### config.mk
export PLATFORM = sky130hd
export DESIGN_NAME = heart_rhythm_analyzer
export DESIGN_NICKNAME = d
export VERILOG_FILES = /design/src/rtl/aed_pkg.sv /design/src/rtl/beat_edge_detect.sv /design/src/rtl/heart_rhythm_analyzer.sv
export SDC_FILE = /design/constraint.sdc
export NUM_CORES = 1
export LEC_CHECK = 0
export ABC_AREA = 0
export CAP_MARGIN = 20
export CORE_ASPECT_RATIO = 1.2
export CORE_MARGIN = 1.5
export CORE_UTILIZATION = 50
export DETAILED_ROUTE_END_ITERATION = 6
export GPL_ROUTABILITY_DRIVEN = 0
export PLACE_DENSITY = 0.69
export SLEW_MARGIN = 20
export SYNTH_ARGS = -nofsm -noshare
export SYNTH_HDL_FRONTEND = slang
export SYNTH_SLANG_ARGS = --single-unit
### constraint.sdc
create_clock -name clk -period 6.44 [get_ports clk]
set_clock_uncertainty 0.15 [all_clocks]
set_input_delay 1.288 -clock clk [delete_from_list [all_inputs] [get_ports clk]]
set_output_delay 1.288 -clock clk [all_outputs]
set_load 0.03 [all_outputs]
### src/rtl/aed_pkg.sv
// Shared types and default timing constants for the AED controller and its
// rhythm analyzer front end.
package aed_pkg;

    // Rhythm analyzer tracking state.
    typedef enum logic [1:0] {
        NO_PULSE   = 2'd0,
        FIRST_BEAT = 2'd1,
        TRACKING   = 2'd2
    } rhythm_state_t;

    // AED controller top-level state.
    typedef enum logic [2:0] {
        AED_IDLE    = 3'd0,
        AED_ANALYZE = 3'd1,
        AED_CHARGE  = 3'd2,
        AED_SHOCK   = 3'd3,
        AED_CPR     = 3'd4
    } aed_state_t;

    // Cycles without a beat before the pulse is declared lost.
    localparam int TIMEOUT_CYC = 2000;
    // Refractory window after an accepted beat (T-wave rejection).
    localparam int REFRACT_CYC = 10;

endpackage

### src/rtl/beat_edge_detect.sv
// Rising-edge detector for the raw sensor beat level. The history register
// resets high so a level held high across reset is not seen as a beat.
module beat_edge_detect (
    input  logic clk,
    input  logic reset_n,
    input  logic beat,
    output logic beat_event
);

    logic beat_q;

    // Previous beat level, synchronous active-low reset to 1.
    always_ff @(posedge clk) begin
        // NOTE: sequential state uses non-blocking assignments so every flop
        // samples pre-edge values regardless of block evaluation order.
        if (!reset_n)
            beat_q <= 1'b1;
        else
            beat_q <= beat;
    end

    assign beat_event = beat & ~beat_q;

endmodule

### src/rtl/heart_rhythm_analyzer.sv
// Beat-interval measurement and rhythm classification. Produces the
// heartbeat-present (H) and regular-rhythm (R) flags for the AED controller.
// Build option: define HRA_REFRACTORY_EN to ignore beats that arrive within
// REFRACT_CYC cycles of the previous accepted beat.
module heart_rhythm_analyzer #(
    parameter int CNT_W       = 16,
    parameter int TIMEOUT_CYC = aed_pkg::TIMEOUT_CYC,
    parameter int TOL_SHIFT   = 3,
    parameter int REG_BEATS   = 3,
    parameter int REFRACT_CYC = aed_pkg::REFRACT_CYC
) (
    input  logic             clk,
    input  logic             reset_n,
    input  logic             beat,
    output logic             H,
    output logic             R,
    output logic [CNT_W-1:0] interval,
    output logic             interval_valid
);

    localparam int                 MATCH_W   = $clog2(REG_BEATS + 1);
    localparam logic [CNT_W-1:0]   CNT_MAX   = CNT_W'(TIMEOUT_CYC);
    localparam logic [MATCH_W-1:0] MATCH_MAX = MATCH_W'(REG_BEATS);

    aed_pkg::rhythm_state_t state, state_nx;

    logic [CNT_W-1:0]   cnt;
    logic [CNT_W-1:0]   prev, prev_nx;
    logic [CNT_W-1:0]   interval_nx;
    logic [CNT_W-1:0]   diff;
    logic [CNT_W-1:0]   tol;
    logic [MATCH_W-1:0] match, match_nx;
    logic               h_nx, r_nx, valid_nx;
    logic               edge_evt;
    logic               accept;
    logic               timeout;

    beat_edge_detect u_edge (
        .clk        (clk),
        .reset_n    (reset_n),
        .beat       (beat),
        .beat_event (edge_evt)
    );

`ifdef HRA_REFRACTORY_EN
    // Beats too soon after an accepted beat are treated as T-wave echoes.
    assign accept = edge_evt &
                    ~((state != aed_pkg::NO_PULSE) && (cnt < CNT_W'(REFRACT_CYC)));
`else
    assign accept = edge_evt;
    logic unused_refract;
    assign unused_refract = ^CNT_W'(REFRACT_CYC);
`endif

    // A beat in the same cycle as saturation wins and is measured normally.
    assign timeout = (cnt == CNT_MAX) && !accept;
    assign diff    = (cnt >= prev) ? (cnt - prev) : (prev - cnt);
    assign tol     = prev >> TOL_SHIFT;

    // Cycles since the last accepted beat, saturating at the timeout value.
    always_ff @(posedge clk) begin
        if (!reset_n)
            cnt <= '0;
        else if (accept)
            cnt <= CNT_W'(1);
        else if (cnt != CNT_MAX)
            cnt <= cnt + CNT_W'(1);
    end

    // Next-state, interval capture and consistency tracking.
    always_comb begin
        // NOTE: every output of this block gets a default first, so no path
        // leaves a variable unassigned and no latch is inferred.
        state_nx    = state;
        prev_nx     = prev;
        match_nx    = match;
        interval_nx = interval;
        valid_nx    = 1'b0;

        unique case (state)
            aed_pkg::NO_PULSE: begin
                if (accept)
                    state_nx = aed_pkg::FIRST_BEAT;
            end
            aed_pkg::FIRST_BEAT: begin
                if (accept) begin
                    interval_nx = cnt;
                    prev_nx     = cnt;
                    valid_nx    = 1'b1;
                    match_nx    = '0;
                    state_nx    = aed_pkg::TRACKING;
                end else if (timeout) begin
                    state_nx = aed_pkg::NO_PULSE;
                end
            end
            aed_pkg::TRACKING: begin
                if (accept) begin
                    if (diff <= tol)
                        match_nx = (match == MATCH_MAX) ? match : match + MATCH_W'(1);
                    else
                        match_nx = '0;
                    interval_nx = cnt;
                    prev_nx     = cnt;
                    valid_nx    = 1'b1;
                end else if (timeout) begin
                    state_nx = aed_pkg::NO_PULSE;
                    match_nx = '0;
                end
            end
            default: begin
                state_nx = aed_pkg::NO_PULSE;
                match_nx = '0;
            end
        endcase

        h_nx = (state_nx != aed_pkg::NO_PULSE);
        r_nx = (state_nx == aed_pkg::TRACKING) && (match_nx == MATCH_MAX);
    end

    // State and registered outputs.
    always_ff @(posedge clk) begin
        if (!reset_n) begin
            state          <= aed_pkg::NO_PULSE;
            prev           <= '0;
            match          <= '0;
            interval       <= '0;
            interval_valid <= 1'b0;
            H              <= 1'b0;
            R              <= 1'b0;
        end else begin
            state          <= state_nx;
            prev           <= prev_nx;
            match          <= match_nx;
            interval       <= interval_nx;
            interval_valid <= valid_nx;
            H              <= h_nx;
            R              <= r_nx;
        end
    end

endmodule
; Word level (Yosys, flattened, before mapping)
; Cells that the tools add are included.
[word_totals]
reg_bits = 40
inputBits = 3
output_inout_bits = 19
elab_cells = 50
[classes]
addsub = 4
order_cmp = 2
n_eq_ne = 7
muxes = 15
bitwise = 3
reduce_logical = 10
[ops]
columns = operator, count
row1 = 16-bit subtractor, 2
row2 = 2-bit 2-to-1 mux, 9
row3 = 16-bit by 1-bit adder with 16-bit output (second input constant), 1
row4 = 16-bit by 11-bit equality test with 1-bit output (second input constant), 1
row5 = 16-bit >= comparator, 1
row6 = 16-bit by 13-bit <= comparator with 1-bit output, 1
row7 = 16-bit 2-to-1 mux, 1
row8 = 16-bit by 11-bit != test with 1-bit output (second input constant), 1
row9 = 2-bit one-hot mux with 3 select lines, 2
row10 = 2-bit equality test (second input constant), 4
row11 = 2-bit AND reduction, 2
row12 = 2-bit nonzero test, 2
row13 = 2-bit OR reduction, 2
row14 = 1-bit 2-to-1 mux, 3
row15 = 2-bit by 1-bit adder with 2-bit output (second input constant), 1
row16 = 2-bit by 1-bit equality test with 1-bit output (second input constant), 1
row17 = 1-bit logical AND, 2
row18 = 2-bit logical NOT, 1
row19 = 1-bit inverter, 2
row20 = 1-bit AND, 1
row21 = 1-bit logical NOT, 1

; Logic depth before layout (Yosys ltp)
; Gate-level depths: netlist of run 1.
[depth]
word_depth = 9
depth_mapped = 21
ltp_nobuf = 20

; By module
; Synthesis of run 1 repeated with hierarchy kept, for this count alone.
[unflattened]
hier_cells = 470
area_unflattened_um2 = 3651.0
[by_module_without_submodules]
columns = mod, instances, cells_each, area_each_um2, seq_area_each_um2
row1 = heart_rhythm_analyzer, 1, 467, 3611.0, 780.7
row2 = beat_edge_detect, 1, 3, 40.0, 20.0

; Least setup slack after synthesis of run 1
; No wires, ideal clock.
[synth_timing]
path_type = flip-flop to flip-flop
from = register prev[0]
to = register R
setup_ns = 0.069
arrival_time_ns = 3.684
required_ns = 6.221
path_slack_ns = 2.537
stages_incl_launch_ff = 20
path_buffers = 1
synth_period_minus_slack_ns = 3.903
path_cell_list = dfxtp_1 > ha_1 > inv_1 > fa_1 > a21oi_1 > o2111ai_1 > a21oi_2 > o21ai_4 > buf_6 > a2111oi_0 > o32ai_1 > xor2_1 > ha_1 > a21oi_1 > nor2b_1 > o21ai_0 > o311ai_0 > o22ai_1 > o2111ai_1 > o21ai_1
[synth_between]
elab_chain_cells = 8
word_cells_on_any_way = 10
cone_classes = 2 x add/sub / 2 x order compare / 1 x eq/ne / 4 x mux / 1 x reduce/logical
[synth_lines]
columns = item, line
row1 = from (decl), heart_rhythm_analyzer.sv:28  ; logic [CNT_W-1:0] prev, prev_nx;
row2 = from (signal assigned), heart_rhythm_analyzer.sv:132  ; prev <= prev_nx;
row3 = 16-bit subtractor / 16-bit >= comparator (equally long branches), heart_rhythm_analyzer.sv:57  ; assign diff = (cnt >= prev) ? (cnt - prev) : (prev - cnt);
row4 = 16-bit 2-to-1 mux (*), heart_rhythm_analyzer.sv:57
row5 = 16-bit by 13-bit <= comparator with 1-bit output (*), heart_rhythm_analyzer.sv:98  ; if (diff <= tol)
row6 = 2-bit 2-to-1 mux (*), heart_rhythm_analyzer.sv:98
row7 = 2-bit 2-to-1 mux (*), heart_rhythm_analyzer.sv:97  ; if (accept) begin
row8 = 2-bit one-hot mux with 3 select lines (*), heart_rhythm_analyzer.sv:80  ; unique case (state)
row9 = 2-bit equality test (*), heart_rhythm_analyzer.sv:117  ; r_nx = (state_nx == aed_pkg::TRACKING) && (match_nx == MATCH_MAX);
row10 = 1-bit logical AND (*), heart_rhythm_analyzer.sv:117
row11 = to (signal assigned), heart_rhythm_analyzer.sv:137  ; R <= r_nx;
row12 = to (decl), heart_rhythm_analyzer.sv:16  ; output logic R,
; Mark *: on every way between the ends. The rest lies on a longest branch, timed or not.
; A chain may end at the register's enable or synchronous reset.

; Worst setup path in the final report of run 1
[layout_timing]
from = register prev[9]
to = register R
[layout_between]
elab_chain_cells = 8
word_cells_on_any_way = 10
cone_classes = 2 x add/sub / 2 x order compare / 1 x eq/ne / 4 x mux / 1 x reduce/logical
[layout_lines]
columns = item, line
row1 = 16-bit subtractor / 16-bit >= comparator (equally long branches), heart_rhythm_analyzer.sv:57
row2 = 16-bit 2-to-1 mux, heart_rhythm_analyzer.sv:57
row3 = 16-bit by 13-bit <= comparator with 1-bit output (*), heart_rhythm_analyzer.sv:98
row4 = 2-bit 2-to-1 mux (*), heart_rhythm_analyzer.sv:98
row5 = 2-bit 2-to-1 mux (*), heart_rhythm_analyzer.sv:97
row6 = 2-bit one-hot mux with 3 select lines (*), heart_rhythm_analyzer.sv:80
row7 = 2-bit equality test (*), heart_rhythm_analyzer.sv:117
row8 = 1-bit logical AND (*), heart_rhythm_analyzer.sv:117
; Marks and branches as above.

==> results of run 1 <==
==> how the worst min path moves through the flow <==
stage,from,to,slack [ns],cells past startpoint
CTS,cnt[9],prev[9],0.36,2
detailed placement,cnt[9],prev[9],0.34,2
global placement,cnt[9],prev[9],0.33,2
finish,cnt[9],prev[9],0.35,2
floorplan,cnt[9],prev[9],0.31,2
global route,cnt[9],prev[9],0.38,2
==> registers in the layout, summed over array words and instances, names as in the netlist <==
register        flops
state               2
H                   1
R                   1
match               2
cnt                16
prev               16
interval_valid      1
u_edge.beat_q       1
==> worst max-delay path, cell delays in order, from the launching register on <==
cell	delay, ns
dfxtp_1	0.38
inv_1	0.08
ha_1	0.58
a21oi_1	0.19
o221ai_1	0.27
a21oi_2	0.08
o21ai_4	0.65
o21ai_1	0.23
o32ai_1	0.40
xor2_1	0.19
ha_1	0.26
a21oi_1	0.14
nor2b_1	0.05
o21ai_0	0.13
o311ai_0	0.14
o22ai_1	0.33
o2111ai_1	0.16
o21ai_1	0.14
==> layout by cell type (no fill, tap or decap), types with 6 or more instances in the layout <==
cell	count
a21boi_0	18
nor2_1	32
o21ai_0	11
and3_1	6
inv_1	45
nor2b_1	10
nand4_1	14
nand2_1	54
a21oi_2	6
mux2i_1	6
ha_1	50
xnor2_1	23
nor3_1	9
o21ai_1	7
dfxtp_1	40
nand3_1	12
clkdlybuf4s50_1	21
a21oi_1	27
==> power groups by stage <==
stage	registers [uW]	clock network, uW	logic (uW)
floorplan	260	0	98.2
global placement	259	0	126
detailed placement	260	0	127
CTS	254	211	128
global route	254	222	142
finish	254	208	128
==> routing by layer <==
layer | vias up | wire length (um) | global-route usage
li1 | 1662 | - | -
met2 | 89 | 4560 | 0.407
met1 | 1570 | 4380 | 0.344
met5 | - | 0 | 0
met3 | 19 | 344 | 0.0224
met4 | 0 | 257 | 0.0860
==> area by class of cell <==
class / count / area share
multi-input combinational: 364 / 0.654
sequential: 40 / 0.197
clock inverter: 3 / 0.0105
tap: 90 / 0.0278
inverter: 45 / 0.0416
timing repair buffer: 21 / 0.0518
clock buffer: 5 / 0.0170
==> cell families (layout without fill, tap and decap cells) <==
| logic type | Yosys count | after routing | synth area share |
|---|---|---|---|
| and+or+nand+nor | 157 | 157 | 0.204 |
| adders and majority gates | 52 | 52 | 0.177 |
| muxes | 10 | 10 | 0.0309 |
| DFF | 40 | 40 | 0.213 |
| AOI/OAI and AO/OA | 118 | 118 | 0.230 |
| buffers and inverters | 66 | 74 | 0.0821 |
| xor gates and xnor gates | 27 | 27 | 0.0629 |
==> through the flow <==
stage          area, sq um  total power [uW]  cells  setup WS, ns   util
2_1_floorplan         3760               358    470          2.54      -
3_3_place_gp          3950               386    560          2.00  0.542
3_5_place_dp          3950               387    560          1.91  0.542
4_1_cts               4060               593    568          1.88  0.558
5_1_grt               4060               618    568          1.46  0.558
6_report              4060               590    568          1.82  0.558
==> out/results.tsv, run 1 <==
metric	value	unit
status	finished, final reports clean	
drive_above_1_share	0.0628	
cts_tree	built	
die_x	82.2	um
yosys.area.top_type	dfxtp_1	
min_path_type	reg -> reg	
ioPinCount	22	
syn_nets	525	
wl_per_cell	16.8	um
yosys.area.top_type_share	0.213	
reg2reg_to	R	
multiInputGateArea	2650	sq um
synth_cell_type_count	60	
cp-end-kind	flop	
ir_drop	135	uV
first_global_vias	3225	
clockBufferDepth	2	
rsz0062_at_grt	false	
critPathKind	reg -> reg	
ys_ff_latch	40	
pwr-share-clk	0.352	
startpoint	prev[9]	
p_leak	0.00163	uW
synth_ff_type	dfxtp_1	
max_slew_margin	0.462	
path_clk_slew	0.08	ns
intPower	422	uW
cts_setup_buffers	0	
vias	3340	
ys_seq_area_frac	0.213	
start_util	0.517	
setup_violations	0	
grt_overflow	0	
netSwitchingFraction	0.285	
switchingPower	168	uW
wl	9.55	mm
avgSynthCellArea	8.01	sq um
crit_required	6.52	ns
grtUsageTotal	0.252	
seqCellArea	801	sq um
fin_nets	532	
die_h	98.0	um
vias_per_cell	5.88	
cts_inserted_buffers	5	
r2r_slack	1.82	ns
netlist_instances	470	
synthTopCellsByCount	nand2_1 (54), ha_1 (50), inv_1 (45)	
comb_power_share	0.217	
synth_edf_count	0	
clockRootBuffer	clkbuf_8	
grt_pass1_wl	15.7	mm
cts_resized	0	
fmax	217	MHz
clk_latency	0.30	ns
dp_hpwl	7.59	mm
slew_viol_final	0	
fill_cells	671	
final-hold-violation-count	0	
ant_nets	0	
cts.htree.levels	2	
drtPass1Iterations	5	
drt_iter0_drc	240	
crit_end	R	
cp.arrival	4.70	ns
netlist_area	3760	sq um
cts_sinks	40	
reg2reg_depth	17	
grt_max_degree	25	
synth.area.top_cells	dfxtp_1 (21%), ha_1 (17%), nand2_1 (5.4%)	
antenna_cells	0	
rows	34	
area_delta_synth_final	7.82	%
startpoint_type	flop	
worst_slew_pin_slew	0.804	ns
synth_most_common_cell	nand2_1	
port_buffers	21	
drv_cap	0	
async_flop_share	0	
finalCriticalPeriod	4.62	ns
powerDensity	145	nW/um^2
ys_warn_count	0	
timing.rr.start	prev[9]	
hold_ws	0.353	ns
worstPathMaxFanout	24	
tns	0	ns
dieArea	8060	sq um
post-route-period-util	0.717	
drc	0	
pwr-share-seq	0.431	
coreArea	7270	sq um
antenna_found_initial	0	
cts_hold_buf	0	
Note: power is estimated with default switching activity, not from simulation.
==> run 2, diff against run 1 <==
==> constraint.sdc (replaced) <==
create_clock -name clk -period 4.48 [get_ports clk]
set_clock_uncertainty 0.15 [all_clocks]
set_input_delay 0.896 -clock clk [delete_from_list [all_inputs] [get_ports clk]]
set_output_delay 0.896 -clock clk [all_outputs]
set_load 0.03 [all_outputs]
==> out/results.tsv, run 2 (synthesis gave the netlist of run 1 again) <==
metric	value	unit	change
status	finished, final reports clean		
cts.htree.levels	2		unchanged
critPathKind	reg -> reg		
layout_commonest_cell	nand2_1		
worstPathMaxFanout	13		-46%
start_util	0.517		unchanged
finalCriticalPeriod	4.20	ns	-0.414 ns
multiInputGateArea	2670	sq um	+0.57%
crit_required	4.56	ns	-1.96 ns
fin_util	0.569		+0.0119
clk_latency	0.30	ns	about the same
clockBufferDepth	2		unchanged
cts_inserted_buffers	5		unchanged
min_path_type	reg -> reg		
p_leak	0.00167	uW	+2.7%
antenna_cells	0		unchanged
worst_slew_pin_slew	0.732	ns	-0.0722 ns
cts_sinks	40		unchanged
rows	34		unchanged
whs_path_depth	2		unchanged
drv_cap	0		unchanged
vias_per_cell	5.91		+0.45%
first_global_vias	3281		+1.7%
grt_overflow	0		unchanged
die_h	98.0	um	unchanged
area_delta_synth_final	10.1	%	
fill_cells	667		-0.60%
cp-end-kind	flop		
powerDensity	195	nW/um^2	+34%
cp.arrival	4.29	ns	-0.41 ns
final_cell_mix	nand2_1 (54), ha_1 (48), inv_1 (45), dfxtp_1 (40), nor2_1 (32)		
die_x	82.2	um	unchanged
drtPass1Iterations	5		unchanged
reg2reg_depth	20		+3
fin_nets	543		+2.1%
vias	3420		+2.4%
grtUsageTotal	0.260		+0.00816
ioPinCount	22		unchanged
coreArea	7270	sq um	unchanged
max_slew_margin	0.512		+0.0498
grt_pass1_wl	16.0	mm	+1.8%
drc	0		unchanged
cts_hold_buf	0		unchanged
cts_tree	built		
fmax	238	MHz	+9.8%
r2r_slack	0.28	ns	-1.55 ns
drt_iter0_drc	211		-12%
wl_per_cell	17.3	um	+2.9%
clockRootBuffer	clkbuf_8		
tns	0	ns	unchanged
stdcell_count	579		+1.9%
grt_max_degree	22		-12%
slew_viol_final	0		unchanged
drive_above_1_share	0.0920		+0.0293
seqCellArea	801	sq um	unchanged
wl	10.0	mm	+4.9%
dp_hpwl	7.88	mm	+3.8%
dieArea	8060	sq um	unchanged
ant_nets	0		unchanged
final-hold-violation-count	0		unchanged
ir_drop	205	uV	+52%
path_clk_slew	0.08	ns	about the same
antenna_found_initial	0		unchanged
top_regs	cnt (16), prev (16)		
place_inst	570		+1.8%
port_buffers	21		unchanged
startpoint_type	flop		
post-route-period-util	0.939		+0.221
rsz0062_at_grt	false		
setup_violations	0		unchanged
run 2: repair_timing:
item / CTS / global route
setup buffers: 0 / 1
gates resized for setup: 0 / 7
endpoints found under the setup margin: 0 / 3
run 2: report_power, final:
part	internal, uW	switching [uW]
registers	359	4.13
logic	86.1	106
clock network	123	130
total	568	240
run 2: stage by stage:
| step | setup slack (ns) | total power (uW) | hold WS (ns) | instance area [sq um] |
|---|---|---|---|---|
| after global routing | 0.00464 | 849 | 0.386 | 4140 |
| after global placement | 0.296 | 555 | 0.335 | 4020 |
| final | 0.275 | 808 | 0.354 | 4140 |
| after floorplan | 0.577 | 514 | 0.308 | 3760 |
| after CTS | 0.136 | 809 | 0.358 | 4110 |
| after detailed placement | 0.170 | 559 | 0.347 | 4020 |
run 2: critical path, cell delays in order, from the launching register on:
cell	delay, ns
dfxtp_1	0.32
inv_1	0.11
ha_2	0.21
inv_1	0.05
fa_1	0.41
a21oi_1	0.14
o2111ai_1	0.15
a21oi_2	0.21
o21ai_4	0.10
buf_8	0.19
a2111oi_2	0.28
o32ai_1	0.15
xor2_1	0.17
ha_1	0.31
a21oi_1	0.15
nor2b_1	0.06
o21ai_0	0.16
o311ai_0	0.15
o22ai_1	0.32
o2111ai_1	0.17
o21ai_1	0.16
run 2: final timing paths:
check	endpoint	startpoint
max	R	cnt[0]
min	prev[11]	prev[11]
max reg2reg	R	cnt[0]
min reg2reg	prev[11]	prev[11]
run 2: layout make-up:
class / count / area share
Tap cell: 90 / 0.0272
Inverter: 45 / 0.0408
Clock inverter: 2 / 0.00242
Sequential cell: 40 / 0.193
Multi-Input combinational cell: 364 / 0.644
Timing Repair Buffer: 32 / 0.0725
Clock buffer: 6 / 0.0199
run 2: layer usage:
layer	up-vias	global-route usage	wire, um
li1	1679	-	-
met1	1592	0.348	4500
met2	118	0.409	4690
met3	31	0.0262	451
met4	0	0.124	373
met5	-	0	0
